--- config.mk ---
export PLATFORM = sky130hd
export DESIGN_NAME = pipeline_hazard_ctrl_flat
export DESIGN_NICKNAME = d
export VERILOG_FILES = /design/src/rtl/pipeline_hazard_ctrl_if.sv /design/src/rtl/pipeline_hazard_ctrl.sv /design/src/flat_wrapper.sv
export SDC_FILE = /design/constraint.sdc
export NUM_CORES = 1
export LEC_CHECK = 0
export ABC_AREA = 1
export CORE_MARGIN = 3
export CORE_UTILIZATION = 50
export CTS_CLUSTER_DIAMETER = 150
export DETAILED_ROUTE_END_ITERATION = 8
export PLACE_DENSITY = 0.94
export SYNTH_ARGS = -nofsm -noshare
export SYNTH_HDL_FRONTEND = slang
export SYNTH_SLANG_ARGS = --single-unit
--- constraint.sdc ---
create_clock -name clk -period 4.54 [get_ports clk]
set_clock_uncertainty 0.15 [all_clocks]
set_input_delay 0.454 -clock clk [delete_from_list [all_inputs] [get_ports clk]]
set_output_delay 0.454 -clock clk [all_outputs]
set_load 0.05 [all_outputs]
--- src/rtl/pipeline_hazard_ctrl_if.sv ---
// pipeline_hazard_ctrl_if: hazard inputs from the pipeline and control outputs back to it
interface pipeline_hazard_ctrl_if;
  logic [4:0] ID_rs1;
  logic [4:0] ID_rs2;
  logic [4:0] ID_EX_rd;
  logic       ID_EX_mem_read;
  logic       branch_taken;
  logic       EX_MEM_mem_req;
  logic       dmem_ready;
  logic       pc_write;
  logic       pc_src;
  logic       IF_flush;
  logic       IF_ID_write;
  logic       ID_EX_flush;
  logic       pipe_en;
  logic       mem_timeout;
  modport master (
    output ID_rs1, ID_rs2, ID_EX_rd, ID_EX_mem_read, branch_taken, EX_MEM_mem_req, dmem_ready,
    input  pc_write, pc_src, IF_flush, IF_ID_write, ID_EX_flush, pipe_en, mem_timeout
  );
  modport slave (
    input  ID_rs1, ID_rs2, ID_EX_rd, ID_EX_mem_read, branch_taken, EX_MEM_mem_req, dmem_ready,
    output pc_write, pc_src, IF_flush, IF_ID_write, ID_EX_flush, pipe_en, mem_timeout
  );
endinterface

--- src/rtl/pipeline_hazard_ctrl.sv ---
// pipeline_hazard_ctrl: load-use stall, branch flush and memory freeze control for the 5-stage core.
// Optional HAZARD_PERF_CNT_EN adds stall_cycles/flush_events counters.
module pipeline_hazard_ctrl #(
  parameter int FLUSH_DEPTH = 1,
  parameter int MEM_TIMEOUT = 255
) (
  input logic clk,
  input logic reset_n,
  pipeline_hazard_ctrl_if.slave hz
`ifdef HAZARD_PERF_CNT_EN
  ,
  output logic [31:0] stall_cycles,
  output logic [31:0] flush_events
`endif
);
  typedef enum logic [1:0] {RUN, MEM_WAIT, FLUSH} state_t;
  state_t state, eff;
  logic [2:0] flush_cnt;
  logic [7:0] wait_cnt;
  logic resume_flush, raw_freeze, timeout_hit, freeze, load_use, branch, flushing, stall;
  // the MEM_WAIT exit cycle decodes as the state being resumed
  always_comb begin
    raw_freeze = hz.EX_MEM_mem_req & ~hz.dmem_ready;
    timeout_hit = (state == MEM_WAIT) && (wait_cnt == 8'(MEM_TIMEOUT));
    freeze = raw_freeze & ~timeout_hit;
    eff = (state == MEM_WAIT) ? (resume_flush ? FLUSH : RUN) : state;
    load_use = hz.ID_EX_mem_read && (hz.ID_EX_rd != 5'd0) &&
               ((hz.ID_EX_rd == hz.ID_rs1) || (hz.ID_EX_rd == hz.ID_rs2));
    branch = ~freeze & (eff == RUN) & hz.branch_taken;
    flushing = ~freeze & (eff == FLUSH);
    stall = ~freeze & (eff == RUN) & ~hz.branch_taken & load_use;
    hz.pc_write = ~freeze & ~stall;
    hz.pc_src = branch;
    hz.IF_flush = branch | flushing;
    hz.IF_ID_write = ~freeze & ~stall;
    hz.ID_EX_flush = branch | stall;
    hz.pipe_en = ~freeze;
  end
  always_ff @(posedge clk or negedge reset_n) begin
    if (!reset_n) begin
      state <= RUN;
      flush_cnt <= '0;
      wait_cnt <= '0;
      resume_flush <= 1'b0;
      hz.mem_timeout <= 1'b0;
    end else if (freeze) begin
      state <= MEM_WAIT;
      wait_cnt <= wait_cnt + 8'd1;
      if (state == FLUSH) resume_flush <= 1'b1;
    end else begin
      wait_cnt <= '0;
      resume_flush <= 1'b0;
      if (timeout_hit) hz.mem_timeout <= 1'b1;
      if (eff == FLUSH) begin
        flush_cnt <= flush_cnt - 3'd1;
        state <= (flush_cnt <= 3'd1) ? RUN : FLUSH;
      end else if (hz.branch_taken && FLUSH_DEPTH > 0) begin
        state <= FLUSH;
        flush_cnt <= 3'(FLUSH_DEPTH);
      end else begin
        state <= RUN;
      end
    end
  end
`ifdef HAZARD_PERF_CNT_EN
  always_ff @(posedge clk or negedge reset_n) begin
    if (!reset_n) begin
      stall_cycles <= '0;
      flush_events <= '0;
    end else begin
      if (freeze | stall) stall_cycles <= stall_cycles + 32'd1;
      if (branch) flush_events <= flush_events + 32'd1;
    end
  end
`endif
endmodule
--- src/flat_wrapper.sv ---
// flat-port wrapper written by rule: the top's interface ports become plain ports
module pipeline_hazard_ctrl_flat 
#(
  parameter int FLUSH_DEPTH = 1,
  parameter int MEM_TIMEOUT = 255
)
  (clk, reset_n, hz_ID_rs1, hz_ID_rs2, hz_ID_EX_rd, hz_ID_EX_mem_read, hz_branch_taken, hz_EX_MEM_mem_req, hz_dmem_ready, hz_pc_write, hz_pc_src, hz_IF_flush, hz_IF_ID_write, hz_ID_EX_flush, hz_pipe_en, hz_mem_timeout);
  pipeline_hazard_ctrl_if hz_i ();
  input logic clk;
  input logic reset_n;
  input wire logic [$bits(hz_i.ID_rs1)-1:0] hz_ID_rs1;
  input wire logic [$bits(hz_i.ID_rs2)-1:0] hz_ID_rs2;
  input wire logic [$bits(hz_i.ID_EX_rd)-1:0] hz_ID_EX_rd;
  input wire logic [$bits(hz_i.ID_EX_mem_read)-1:0] hz_ID_EX_mem_read;
  input wire logic [$bits(hz_i.branch_taken)-1:0] hz_branch_taken;
  input wire logic [$bits(hz_i.EX_MEM_mem_req)-1:0] hz_EX_MEM_mem_req;
  input wire logic [$bits(hz_i.dmem_ready)-1:0] hz_dmem_ready;
  output wire logic [$bits(hz_i.pc_write)-1:0] hz_pc_write;
  output wire logic [$bits(hz_i.pc_src)-1:0] hz_pc_src;
  output wire logic [$bits(hz_i.IF_flush)-1:0] hz_IF_flush;
  output wire logic [$bits(hz_i.IF_ID_write)-1:0] hz_IF_ID_write;
  output wire logic [$bits(hz_i.ID_EX_flush)-1:0] hz_ID_EX_flush;
  output wire logic [$bits(hz_i.pipe_en)-1:0] hz_pipe_en;
  output wire logic [$bits(hz_i.mem_timeout)-1:0] hz_mem_timeout;
  assign hz_i.ID_rs1 = hz_ID_rs1;
  assign hz_i.ID_rs2 = hz_ID_rs2;
  assign hz_i.ID_EX_rd = hz_ID_EX_rd;
  assign hz_i.ID_EX_mem_read = hz_ID_EX_mem_read;
  assign hz_i.branch_taken = hz_branch_taken;
  assign hz_i.EX_MEM_mem_req = hz_EX_MEM_mem_req;
  assign hz_i.dmem_ready = hz_dmem_ready;
  assign hz_pc_write = hz_i.pc_write;
  assign hz_pc_src = hz_i.pc_src;
  assign hz_IF_flush = hz_i.IF_flush;
  assign hz_IF_ID_write = hz_i.IF_ID_write;
  assign hz_ID_EX_flush = hz_i.ID_EX_flush;
  assign hz_pipe_en = hz_i.pipe_en;
  assign hz_mem_timeout = hz_i.mem_timeout;
  pipeline_hazard_ctrl #(.FLUSH_DEPTH(FLUSH_DEPTH), .MEM_TIMEOUT(MEM_TIMEOUT)) u_core (.clk(clk), .reset_n(reset_n), .hz(hz_i));
endmodule
=== Word level (Yosys, flattened, before mapping) ===
Index checks and enable logic that the tools add are counted.

* Bitwise operators: 15
* Mux-type cells: 11
* Reductions and logical operators: 9
* Order comparisons: 1
* $add $sub $neg: 2
* Equality and inequality tests: 7

{| class="wikitable"
|+ Operators with widths
! kind !! count
|-
| $mux 2 || 6
|-
| $eq 5x5->1 || 2
|-
| $add 8x1->8 const B || 1
|-
| $and 1x1->1 || 8
|-
| $eq 8x8->1 const B || 1
|-
| $mux 8 || 1
|-
| $mux 3 || 2
|-
| $not 1->1 || 5
|-
| $reduce_bool 5->1 || 1
|-
| $eq 2x2->1 const B || 2
|-
| $reduce_and 2->1 || 2
|-
| $le 3x1->1 const B || 1
|-
| $logic_and 1x1->1 || 3
|-
| $sub 3x1->3 const B || 1
|-
| $eq 2x1->1 const B || 1
|-
| $logic_not 2->1 || 1
|-
| $mux 1 || 2
|-
| $ne 2x2->1 const B || 1
|-
| $or 1x1->1 || 2
|-
| $reduce_bool 2->1 || 1
|-
| $logic_or 1x1->1 || 1
|}

* Logic and storage cells: 50
* Register bits: 15
* Input port bits: 21
* Output and inout port bits: 7

=== Logic depth before layout (Yosys ltp) ===
Gate-level depths: netlist of the first run.

* Word-level depth: 10
* Gate-level depth with buffers: 9
* Depth with buffers taken out: 8

=== Worst setup path before layout of the first run ===
No wires, ideal clock.

* Path type: reg2out
* From: reg u_core.wait_cnt[0]
* To: out hz_pc_write
* Path buffers: 2
* Arrival time: 2258 ps
* Setup slack: 1678 ps
* Cell stages (with the launch flop): 10
* Data required time: 3936 ps
* Cell sequence: dfrtp_1 ha_1 nand3_2 nor2_4 nand2_4 nand2_4 buf_12 inv_6 a21oi_1 buf_4

* Longest elaborated chain between the ends: 10

{| class="wikitable"
|+ RTL lines
! element !! RTL line !! RTL
|-
| start, declared || pipeline_hazard_ctrl.sv:19 || <nowiki>logic [7:0] wait_cnt;</nowiki>
|-
| start signal, assigned || pipeline_hazard_ctrl.sv:48 || <nowiki>wait_cnt <= wait_cnt + 8'd1;</nowiki>
|-
| $eq 8x8->1 * || pipeline_hazard_ctrl.sv:24 || <nowiki>timeout_hit = (state == MEM_WAIT) && (wait_cnt == 8'(MEM_TIMEOUT));</nowiki>
|-
| $logic_and 1x1->1 * || pipeline_hazard_ctrl.sv:24 ||
|-
| $not 1->1 * || pipeline_hazard_ctrl.sv:25 || <nowiki>freeze = raw_freeze & ~timeout_hit;</nowiki>
|-
| $and 1x1->1 * || pipeline_hazard_ctrl.sv:25 ||
|-
| $not 1->1 (no line) * || -- ||
|-
| named net hz_pipe_en || flat_wrapper.sv:23 || <nowiki>output wire logic [$bits(hz_i.pipe_en)-1:0] hz_pipe_en;</nowiki>
|-
| $and 1x1->1 (3 in a row) || pipeline_hazard_ctrl.sv:31 || <nowiki>stall = ~freeze & (eff == RUN) & ~hz.branch_taken & load_use;</nowiki>
|-
| $not 1->1 || pipeline_hazard_ctrl.sv:32 || <nowiki>hz.pc_write = ~freeze & ~stall;</nowiki>
|-
| $and 1x1->1 * || pipeline_hazard_ctrl.sv:32 ||
|-
| end, declared || flat_wrapper.sv:18 || <nowiki>output wire logic [$bits(hz_i.pc_write)-1:0] hz_pc_write;</nowiki>
|}

Mark *: on every way through the listed nets, which the timed path passes. The rest lies on a longest branch.

=== Final worst setup path of the first run ===
* From: reg u_core.wait_cnt[0]
* To: out hz_IF_ID_write

* Longest elaborated chain between the ends: 10

{| class="wikitable"
|+ RTL lines
! element !! RTL line !! RTL
|-
| $eq 8x8->1 * || pipeline_hazard_ctrl.sv:24 ||
|-
| $logic_and 1x1->1 * || pipeline_hazard_ctrl.sv:24 ||
|-
| $not 1->1 * || pipeline_hazard_ctrl.sv:25 ||
|-
| $and 1x1->1 * || pipeline_hazard_ctrl.sv:25 ||
|-
| named net u_core.freeze || pipeline_hazard_ctrl.sv:20 || <nowiki>logic resume_flush, raw_freeze, timeout_hit, freeze, load_use, branch, flushing, stall;</nowiki>
|-
| $not 1->1 (no line) * || -- ||
|-
| $and 1x1->1 (3 in a row) || pipeline_hazard_ctrl.sv:31 ||
|-
| $not 1->1 || pipeline_hazard_ctrl.sv:35 || <nowiki>hz.IF_ID_write = ~freeze & ~stall;</nowiki>
|-
| $and 1x1->1 * || pipeline_hazard_ctrl.sv:35 ||
|-
| end, declared || flat_wrapper.sv:21 || <nowiki>output wire logic [$bits(hz_i.IF_ID_write)-1:0] hz_IF_ID_write;</nowiki>
|}

Marks and branches as above.

==> results of run 1 <==
registers in the layout, summed over array words and instances (netlist names):
register / flops
u_core.state: 2
u_core.flush_cnt: 3
u_core.wait_cnt: 8
u_core.hz.mem_timeout: 1
u_core.resume_flush: 1
metrics by stage:
step	setup WS, ns	power (uW)
2_1_floorplan	1.678	281.0
3_3_place_gp	1.579	324.6
3_5_place_dp	1.532	340.3
4_1_cts	1.440	416.2
5_1_grt	1.345	438.4
6_report	1.471	412.5
cell families after synthesis:
kind of cell | after synthesis | share of synthesized area, %
AO/OA/AOI/OAI | 15 | 9.690
AND/OR/NAND/NOR | 70 | 32.42
flip-flops | 15 | 37.27
buffers and inverters | 27 | 12.55
XOR/XNOR | 5 | 4.349
adder cells (fa/ha/maj) | 3 | 3.727
cell usage after synthesis (all sizes together):
master   n  area (um2)
or2      1       6.260
nand3    7       45.04
nand2   38       170.2
o21ai    7       57.56
ha       3       37.54
xnor2    3       26.28
nor2    22       95.09
dfrtp   15       375.4
buf      2       27.53
a21oi    8       40.04
xor2     2       17.52
nor3     2       10.01
inv     25       98.85
worst max path at each step:
stage | startpoint | end | slack, ns | depth (start not counted)
CTS | u_core.wait_cnt[0]$_DFF_PN0_ | hz_IF_ID_write | 1.44 | 8
global route | u_core.wait_cnt[0]$_DFF_PN0_ | hz_IF_ID_write | 1.35 | 8
detailed placement | hz_ID_EX_rd[4] | hz_ID_EX_flush | 1.53 | 10
global placement | hz_ID_EX_rd[4] | hz_ID_EX_flush | 1.58 | 10
floorplan | u_core.wait_cnt[0]$_DFF_PN0_ | hz_pc_write | 1.68 | 9
finish | u_core.wait_cnt[0]$_DFF_PN0_ | hz_IF_ID_write | 1.47 | 8
layout make-up:
| class | instances | area, um2 |
|---|---|---|
| multi-input combinational | 93 | 505.5 |
| tap | 25 | 31.28 |
| clock inverter | 1 | 5.005 |
| timing repair buffer | 27 | 270.3 |
| clock buffer | 3 | 22.52 |
| inverter | 25 | 98.84 |
| sequential | 15 | 375.4 |
| fill | 146 | 511.7 |
worst register-to-register path: cells and delay by family, from the launching register on:
family	cells	cell delay, ns
AO/OA/AOI/OAI	2	0.17
AND/OR/NAND/NOR	5	0.61
adder cells (fa/ha/maj)	1	0.21
flip-flops	1	0.37
power by group through the flow:
stage                     Combinational, uW  Sequential (uW)  Clock (uW)
after CTS                               177              162        77.6
after global routing                    192              164        83.2
after detailed placement                176              164           0
after global placement                  162              162           0
after floorplan                         120              161           0
final                                   175              162        75.3
layer usage:
layer / track usage (%) / vias to the layer above
met5: 0 / -
met4: 9.417 / 0
met3: 6.122 / 5
met2: 38.26 / 31
met1: 18.77 / 415
li1: - / 469
==> flow_summary.json, run 1 <==
{
  "hold_viol_final": 0,
  "row_count": 15,
  "synthCells": 135,
  "yosysWarningCount": 0,
  "cts_root_buf": "clkbuf_4",
  "period_share_pct": 67.61,
  "clk_pin_slew_ns": 0.08,
  "switchingPower_uw": 159.5,
  "mostFrequentLayoutCell": "nand2_1",
  "fp.dieArea_um2": 2589,
  "setup_viol": 0,
  "worst_pin_slew_ns": 0.6309,
  "postSynthNetCount": 159,
  "insertedDiodeCount": 0,
  "min_period_ns": 3.069,
  "grt_setup_unrepaired": "no",
  "max_stage_delay_ns": 0.85,
  "worst_setup_path_start_kind": "flop",
  "p_per_area_nw_per_um2": 315.2,
  "cts_max_path_buffers": 2,
  "routed_wl_um": 2265,
  "slew_headroom_pct": 57.81,
  "p_comb_share_pct": 42.5,
  "mostFrequentLayoutCells": "nand2_1, clkdlybuf4s50_1, inv_1",
  "fp.coreArea_um2": 1821,
  "cp_num_buf_inv": 2,
  "dp_hpwl_um": 1898,
  "cts_setup_buffers": 0,
  "io_pins": 28,
  "antenna_found_initial": 0,
  "clock-sinks": 15,
  "cp.arrival_ns": 2.47,
  "final.setup.tns_ns": 0,
  "final_util_pct": 71.89,
  "final_layout_size_suffix_gt1_share_pct": 12.20,
  "clockPowerShare_pct": 18.2,
  "final_area_um2": 1309,
  "place_area_um2": 1281,
  "die_w_um": 50.88,
  "holdPathEnd": "u_core.wait_cnt[0]$_DFF_PN0_",
  "final_cells": 189,
  "viasPerCell": 4.868,
  "max_freq_mhz": 325.8,
  "r2r-end": "u_core.flush_cnt[1]$_DFFE_PN0P_",
  "r2r-start": "u_core.wait_cnt[0]$_DFF_PN0_",
  "dp.cells": 185,
  "vias": 920,
  "grt_pass1_wl_um": 3788,
  "gp_congestion": 0.7546,
  "ff2ff_path_depth": 8,
  "slew_violations": 0,
  "drt_pass1_iterations": 4,
  "routed.top_layer": "met4",
  "wl_met2_um": 1174,
  "path_common_cell": "nand2_4",
  "drc_errors": 0,
  "drv_cap": 0,
  "track_usage_pct": 19.86,
  "wl_met3_um": 141,
  "synth_seq_area_share_pct": 37.27,
  "pwr-share-seq_pct": 39.2,
  "start_util_pct": 55.33,
  "overflow": 0,
  "critPathKind": "reg -> out",
  "post_synth.cell_area_avg_um2": 7.461,
  "yosys.cell_types.count": 23,
  "htree_levels": 1,
  "internal_power_uw": 252.9,
  "hold_depth": 1,
  "die_h_um": 50.88,
  "postRouteAntennaNets": 0,
  "reg2reg_setup_slack_ns": 2.92,
  "synthToLayoutAreaGrowth_pct": 29.94,
  "cts_tree": "yes",
  "crit_chain": "ha_1 > nand3_2 > nor2_4 > nand2_4 > nand2_4 > inv_6 > a21oi_1 > clkdlybuf4s50_1",
  "drt_iter0_drc": 12,
  "numCtsBuffers": 3,
  "detail_route.wl_per_cell_um": 11.98,
  "cp-end-kind": "output pin",
  "wl_met1_um": 903,
  "nNetsFinal": 189,
  "status": "finished, final reports clean",
  "ctsResizeCount": 0,
  "grt_max_degree": 16,
  "cp_slowest_cell": "clkdlybuf4s50_1",
  "critPathTopFamily": "buffers and inverters",
  "ir_drop_uv": 278.9,
  "worstHoldStart": "u_core.wait_cnt[0]$_DFF_PN0_",
  "io_buffers": 27,
  "clock_latency_ns": 0.28,
  "min_path_type": "reg -> reg",
  "holdBufCountCts": 0,
  "power_leakage_uw": 0.0006757,
  "holdWs_ns": 0.3111,
  "p_sw_share_pct": 38.68,
  "worstPathRequired_ns": 3.94,
  "syn-cell-area_um2": 1007,
  "grt_pass1_vias": 888,
  "synth-seq-cells": 15,
  "cp_max_fo": 11
}
Note: power is estimated with default switching activity, not from simulation.
==> run 2, diff against run 1 <==
- CORE_UTILIZATION: 50 -> 42
- PLACE_DENSITY: 0.94 -> 0.85
- clock period: 4.54 -> 2.8 ns (I/O delays scaled with it)
==> run 2 against run 1 <==
Effect of this change:
- register-to-register slack lost 1.7 ns
- worst hold slack worse by 0.069 ns
- global-route usage fell by 5.9 points
- flip-flop and latch count unchanged
- sequential share of layout area about the same
- routed wire length down 11%
- clock power rose by 61%
- combinational power rose by 57%
- core utilization shrank 13 points
- critical path type unchanged
- largest power group unchanged
==> flow_summary.json, run 2 (synthesis results as in run 1) <==
{
  "status": "finished, final reports clean",
  "drt_pass1_iterations": 4,
  "die_h_um": 54.97,
  "postRouteAntennaNets": 0,
  "start_util_pct": 45.10,
  "synthToLayoutAreaGrowth_pct": 30.06,
  "dp_worst_setup_slack_ns": 0.3454,
  "max_freq_mhz": 378.9,
  "mostFrequentLayoutCell": "nand2_1",
  "top_register": "u_core.wait_cnt",
  "cts_max_path_buffers": 2,
  "p_per_area_nw_per_um2": 500.5,
  "min_path_type": "in -> async",
  "fp.coreArea_um2": 2233,
  "final_util_pct": 58.66,
  "clock-sinks": 15,
  "die_w_um": 54.97,
  "viasPerCell": 4.693,
  "cp.arrival_ns": 2.21,
  "slew_violations": 0,
  "routed_wl_um": 2024,
  "min_period_ns": 2.639,
  "final.setup.worst_slack_ns": 0.1610,
  "numCtsBuffers": 3,
  "worstPathRequired_ns": 2.37,
  "mostFrequentLayoutCells": "nand2_1, inv_1, clkdlybuf4s50_1",
  "insertedDiodeCount": 0,
  "drc_errors": 0,
  "io_buffers": 27,
  "gp_congestion": 0.7887,
  "grt_pass1_wl_um": 3042,
  "detail_route.wl_per_cell_um": 10.54,
  "hold_viol_final": 0,
  "grt_pass1_vias": 770,
  "io_pins": 28,
  "antenna_found_initial": 0,
  "fp.dieArea_um2": 3022,
  "cts_root_buf": "clkbuf_4",
  "period_share_pct": 94.25,
  "critPathKind": "reg -> out",
  "cp-end-kind": "output pin",
  "grt_setup_unrepaired": "no",
  "drt_iter0_drc": 19,
  "ff_latch_area_um2": 375.4,
  "nNetsFinal": 189,
  "drv_cap": 0,
  "top_regs": "u_core.wait_cnt (8), u_core.flush_cnt (3), u_core.state (2)",
  "clock_latency_ns": 0.28,
  "final_cells": 192,
  "row_count": 17,
  "setup_viol": 0,
  "fillers": 193,
  "grt_max_degree": 16,
  "dp_hpwl_um": 1710,
  "worst_setup_path_start_kind": "flop",
  "final_layout_size_suffix_gt1_share_pct": 14.02,
  "overflow": 0,
  "largest_reg_flops": 8,
  "slew_headroom_pct": 56.39,
  "clk_pin_slew_ns": 0.09,
  "vias": 901,
  "worst_pin_slew_ns": 0.6521,
  "dp.cells": 188,
  "cp_max_fo": 11,
  "ir_drop_uv": 444.4,
  "track_usage_pct": 13.99,
  "final.setup.tns_ns": 0,
  "multi_input_area_um2": 505.5,
  "power_leakage_uw": 0.0007036,
  "htree_levels": 1,
  "cts_tree": "yes"
}
## run 2: power breakdown
| part | switching, uW | internal [uW] | total (uW) |
|---|---|---|---|
| registers | 19.0 | 242 | 261 |
| clock network | 67.5 | 53.0 | 121 |
| logic | 162 | 111 | 274 |
## run 2: routing by layer
layer / vias to the layer above / routed length, um / global-route usage, %
met1: 415 / 840 / 16.27
met3: 2 / 111 / 2.681
met2: 16 / 1056 / 25.98
li1: 468 / - / -
met4: 0 / 17 / 3.644
met5: - / 0 / 0
## run 2: through the flow
stage          hold WS (ns)  power (uW)  cell area (um2)
2_1_floorplan       -0.1656       455.6             1007
3_3_place_gp         0.2943       528.3             1277
3_5_place_dp         0.3076       544.3             1277
4_1_cts              0.2535       668.6             1305
5_1_grt              0.2740       702.0             1310
6_report             0.2418       655.6             1310
## run 2: path summary, 6_finish.rpt
kind	start	endpoint	slack, ns	cells past startpoint
setup / recovery	u_core.wait_cnt[0]$_DFF_PN0_	hz_pipe_en	0.16	6
hold / removal	reset_n	u_core.wait_cnt[2]$_DFF_PN0_	0.24	1
setup reg to reg	u_core.wait_cnt[0]$_DFF_PN0_	u_core.flush_cnt[0]$_DFFE_PN0P_	1.21	8
hold reg to reg	u_core.wait_cnt[0]$_DFF_PN0_	u_core.wait_cnt[0]$_DFF_PN0_	0.32	1
max in group asynchronous	reset_n	u_core.state[1]$_DFF_PN0_	1.84	1
min in group clk	u_core.wait_cnt[0]$_DFF_PN0_	u_core.wait_cnt[0]$_DFF_PN0_	0.32	1
## run 2: final cells by class
class,instances,area share [%]
repair buffers,27,20.44
clock inverters,1,0.3820
flip-flops and latches,15,28.65
multi-input cells,93,38.59
clock buffers,3,1.719
well taps,28,2.674
inverters,25,7.545
## run 2: worst max-delay path, cell delays in order (launching register included)
cell             delay [ns]
dfrtp_1                0.38
ha_1                   0.21
nand3_2                0.12
nor2_4                 0.14
nand2_4                0.06
nand2_4                0.16
clkdlybuf4s50_1        0.86
## run 2: timing repair
action	4_1_cts	5_1_grt
setup buffers	0	0
resized for setup	0	2
hold buffers	0	0
setup endpoints to repair	0	2
==> run 3, diff against run 2 <==
- CORE_MARGIN: 3 -> unset
==> run 3 against run 2 <==
Effect of this change:
- sequential power is essentially flat
- non-clock buffer count is the same
- worst hold slack lost 0.011 ns
- largest cell class unchanged
- highest routed layer is now met3
- setup slack gained 0.0072 ns
- register-to-register slack is essentially flat
- count of clock-buffer cells in the layout is the same
- largest power group unchanged
- critical endpoint unchanged
==> flow_summary.json, run 3 (synthesis results as in run 1) <==
{
  "status": "finished, final reports clean",
  "setup_viol": 0,
  "critPathKind": "reg -> out",
  "r2r-start": "u_core.wait_cnt[0]$_DFF_PN0_",
  "overflow": 0,
  "mostFrequentLayoutCell": "nand2_1",
  "gp_congestion": 0.7475,
  "drc_errors": 0,
  "p_comb_share_pct": 41.1,
  "grt_setup_unrepaired": "no",
  "max_freq_mhz": 380.0,
  "die_w_um": 50.97,
  "final_layout_size_suffix_gt1_share_pct": 14.02,
  "cts_tree": "yes",
  "nNetsFinal": 189,
  "pwr-share-seq_pct": 40.0,
  "p_total_uw": 652.4,
  "fillers": 199,
  "track_usage_pct": 15.99,
  "postRouteAntennaNets": 0,
  "internal_power_uw": 407.3,
  "dp_hpwl_um": 1601,
  "worstPathRequired_ns": 2.37,
  "startpoint": "u_core.wait_cnt[0]$_DFF_PN0_",
  "grt_pass1_vias": 854,
  "io_pins": 28,
  "cp-end-kind": "output pin",
  "io_buffers": 27,
  "largest_reg_flops": 8,
  "synthToLayoutAreaGrowth_pct": 30.31,
  "start_util_pct": 45.10,
  "worst_setup_path_start_kind": "flop",
  "p_per_area_nw_per_um2": 497.1,
  "cts_root_buf": "clkbuf_4",
  "die_h_um": 50.97,
  "drv_cap": 0,
  "top_regs": "u_core.wait_cnt (8), u_core.flush_cnt (3), u_core.state (2)",
  "fp.dieArea_um2": 2598,
  "insertedDiodeCount": 0,
  "vias": 904,
  "p_sw_share_pct": 37.57,
  "antenna_found_initial": 0,
  "min_period_ns": 2.632,
  "slew_headroom_pct": 58.61,
  "top_register": "u_core.wait_cnt",
  "period_share_pct": 93.99,
  "final.setup.tns_ns": 0,
  "drt_iter0_drc": 5,
  "hold_viol_final": 0,
  "cp_max_fo": 11,
  "ff_latch_area_um2": 375.4,
  "row_count": 17,
  "cts_max_path_buffers": 2,
  "grt_max_degree": 16,
  "mostFrequentLayoutCells": "nand2_1, inv_1, clkdlybuf4s50_1",
  "clock-sinks": 15,
  "holdBufCountCts": 0,
  "reg2reg_setup_slack_ns": 1.21,
  "viasPerCell": 4.708,
  "slew_violations": 0,
  "multi_input_area_um2": 505.5,
  "ctsResizeCount": 0,
  "power_leakage_uw": 0.0006998,
  "clk_pin_slew_ns": 0.09,
  "worst_pin_slew_ns": 0.6190,
  "clockPowerShare_pct": 18.8,
  "dp.cells": 188,
  "cp.arrival_ns": 2.20,
  "grt_pass1_wl_um": 3201,
  "drt_pass1_iterations": 4,
  "detail_route.wl_per_cell_um": 10.15,
  "fp.coreArea_um2": 2233,
  "final_cells": 192,
  "routed_wl_um": 1949,
  "htree_levels": 1,
  "clock_latency_ns": 0.28,
  "cts_setup_buffers": 0,
  "ir_drop_uv": 355.7,
  "numCtsBuffers": 3,
  "switchingPower_uw": 245.1,
  "min_path_type": "in -> async"
}
## run 3: changes by cell type in the layout (fill, tap and decap cells not counted), sizes merged
cell / change
clkinv: -1
clkinvlp: +1
## run 3: final timing paths
| check | depth (start not counted) | to |
|---|---|---|
| min in group clk | 2 | u_core.hz.mem_timeout$_DFFE_PN0P_ |
| min | 1 | u_core.wait_cnt[3]$_DFF_PN0_ |
| max | 6 | hz_pipe_en |
| min reg2reg | 2 | u_core.hz.mem_timeout$_DFFE_PN0P_ |
| max in group asynchronous | 1 | u_core.hz.mem_timeout$_DFFE_PN0P_ |
| max reg2reg | 8 | u_core.flush_cnt[2]$_DFFE_PN0P_ |
## run 3: metal layers
layer  vias up  wire length, um  track usage (%)
met5         -                0                0
met4         0                0            1.389
met3         0               78            3.869
met2        13              992            31.14
met1       420              878            17.86
li1        471                -                -
## run 3: worst max-delay path: stages (launching register included)
cell             delay (ns)
dfrtp_1                0.38
ha_1                   0.21
nand3_2                0.13
nor2_4                 0.14
nand2_4                0.07
nand2_4                0.16
clkdlybuf4s50_1        0.84
## run 3: stage by stage
stage | hold slack, ns | util (%) | instance area, um2 | setup slack [ns]
floorplan | -0.1656 | - | 1007 | 0.1117
global placement | 0.2930 | 57.20 | 1277 | 0.3936
detailed placement | 0.3101 | 57.20 | 1277 | 0.3427
CTS | 0.2537 | 58.54 | 1308 | 0.01581
global route | 0.2936 | 58.77 | 1313 | 0.03865
finish | 0.2303 | 58.77 | 1313 | 0.1682
## run 3: power groups by stage
stage	clock [uW]	sequential [uW]	combinational, uW
3_3_place_gp	0	264	264
2_1_floorplan	0	262	194
3_5_place_dp	0	266	272
5_1_grt	139	265	297
4_1_cts	128	261	273
6_report	123	261	268
## run 3: layout make-up
type	instances	area share [%]
clock buffers	3	1.716
clock inverters	1	0.5720
flip-flops and latches	15	28.60
multi-input cells	93	38.51
well taps	28	2.669
repair buffers	27	20.40
inverters	25	7.531
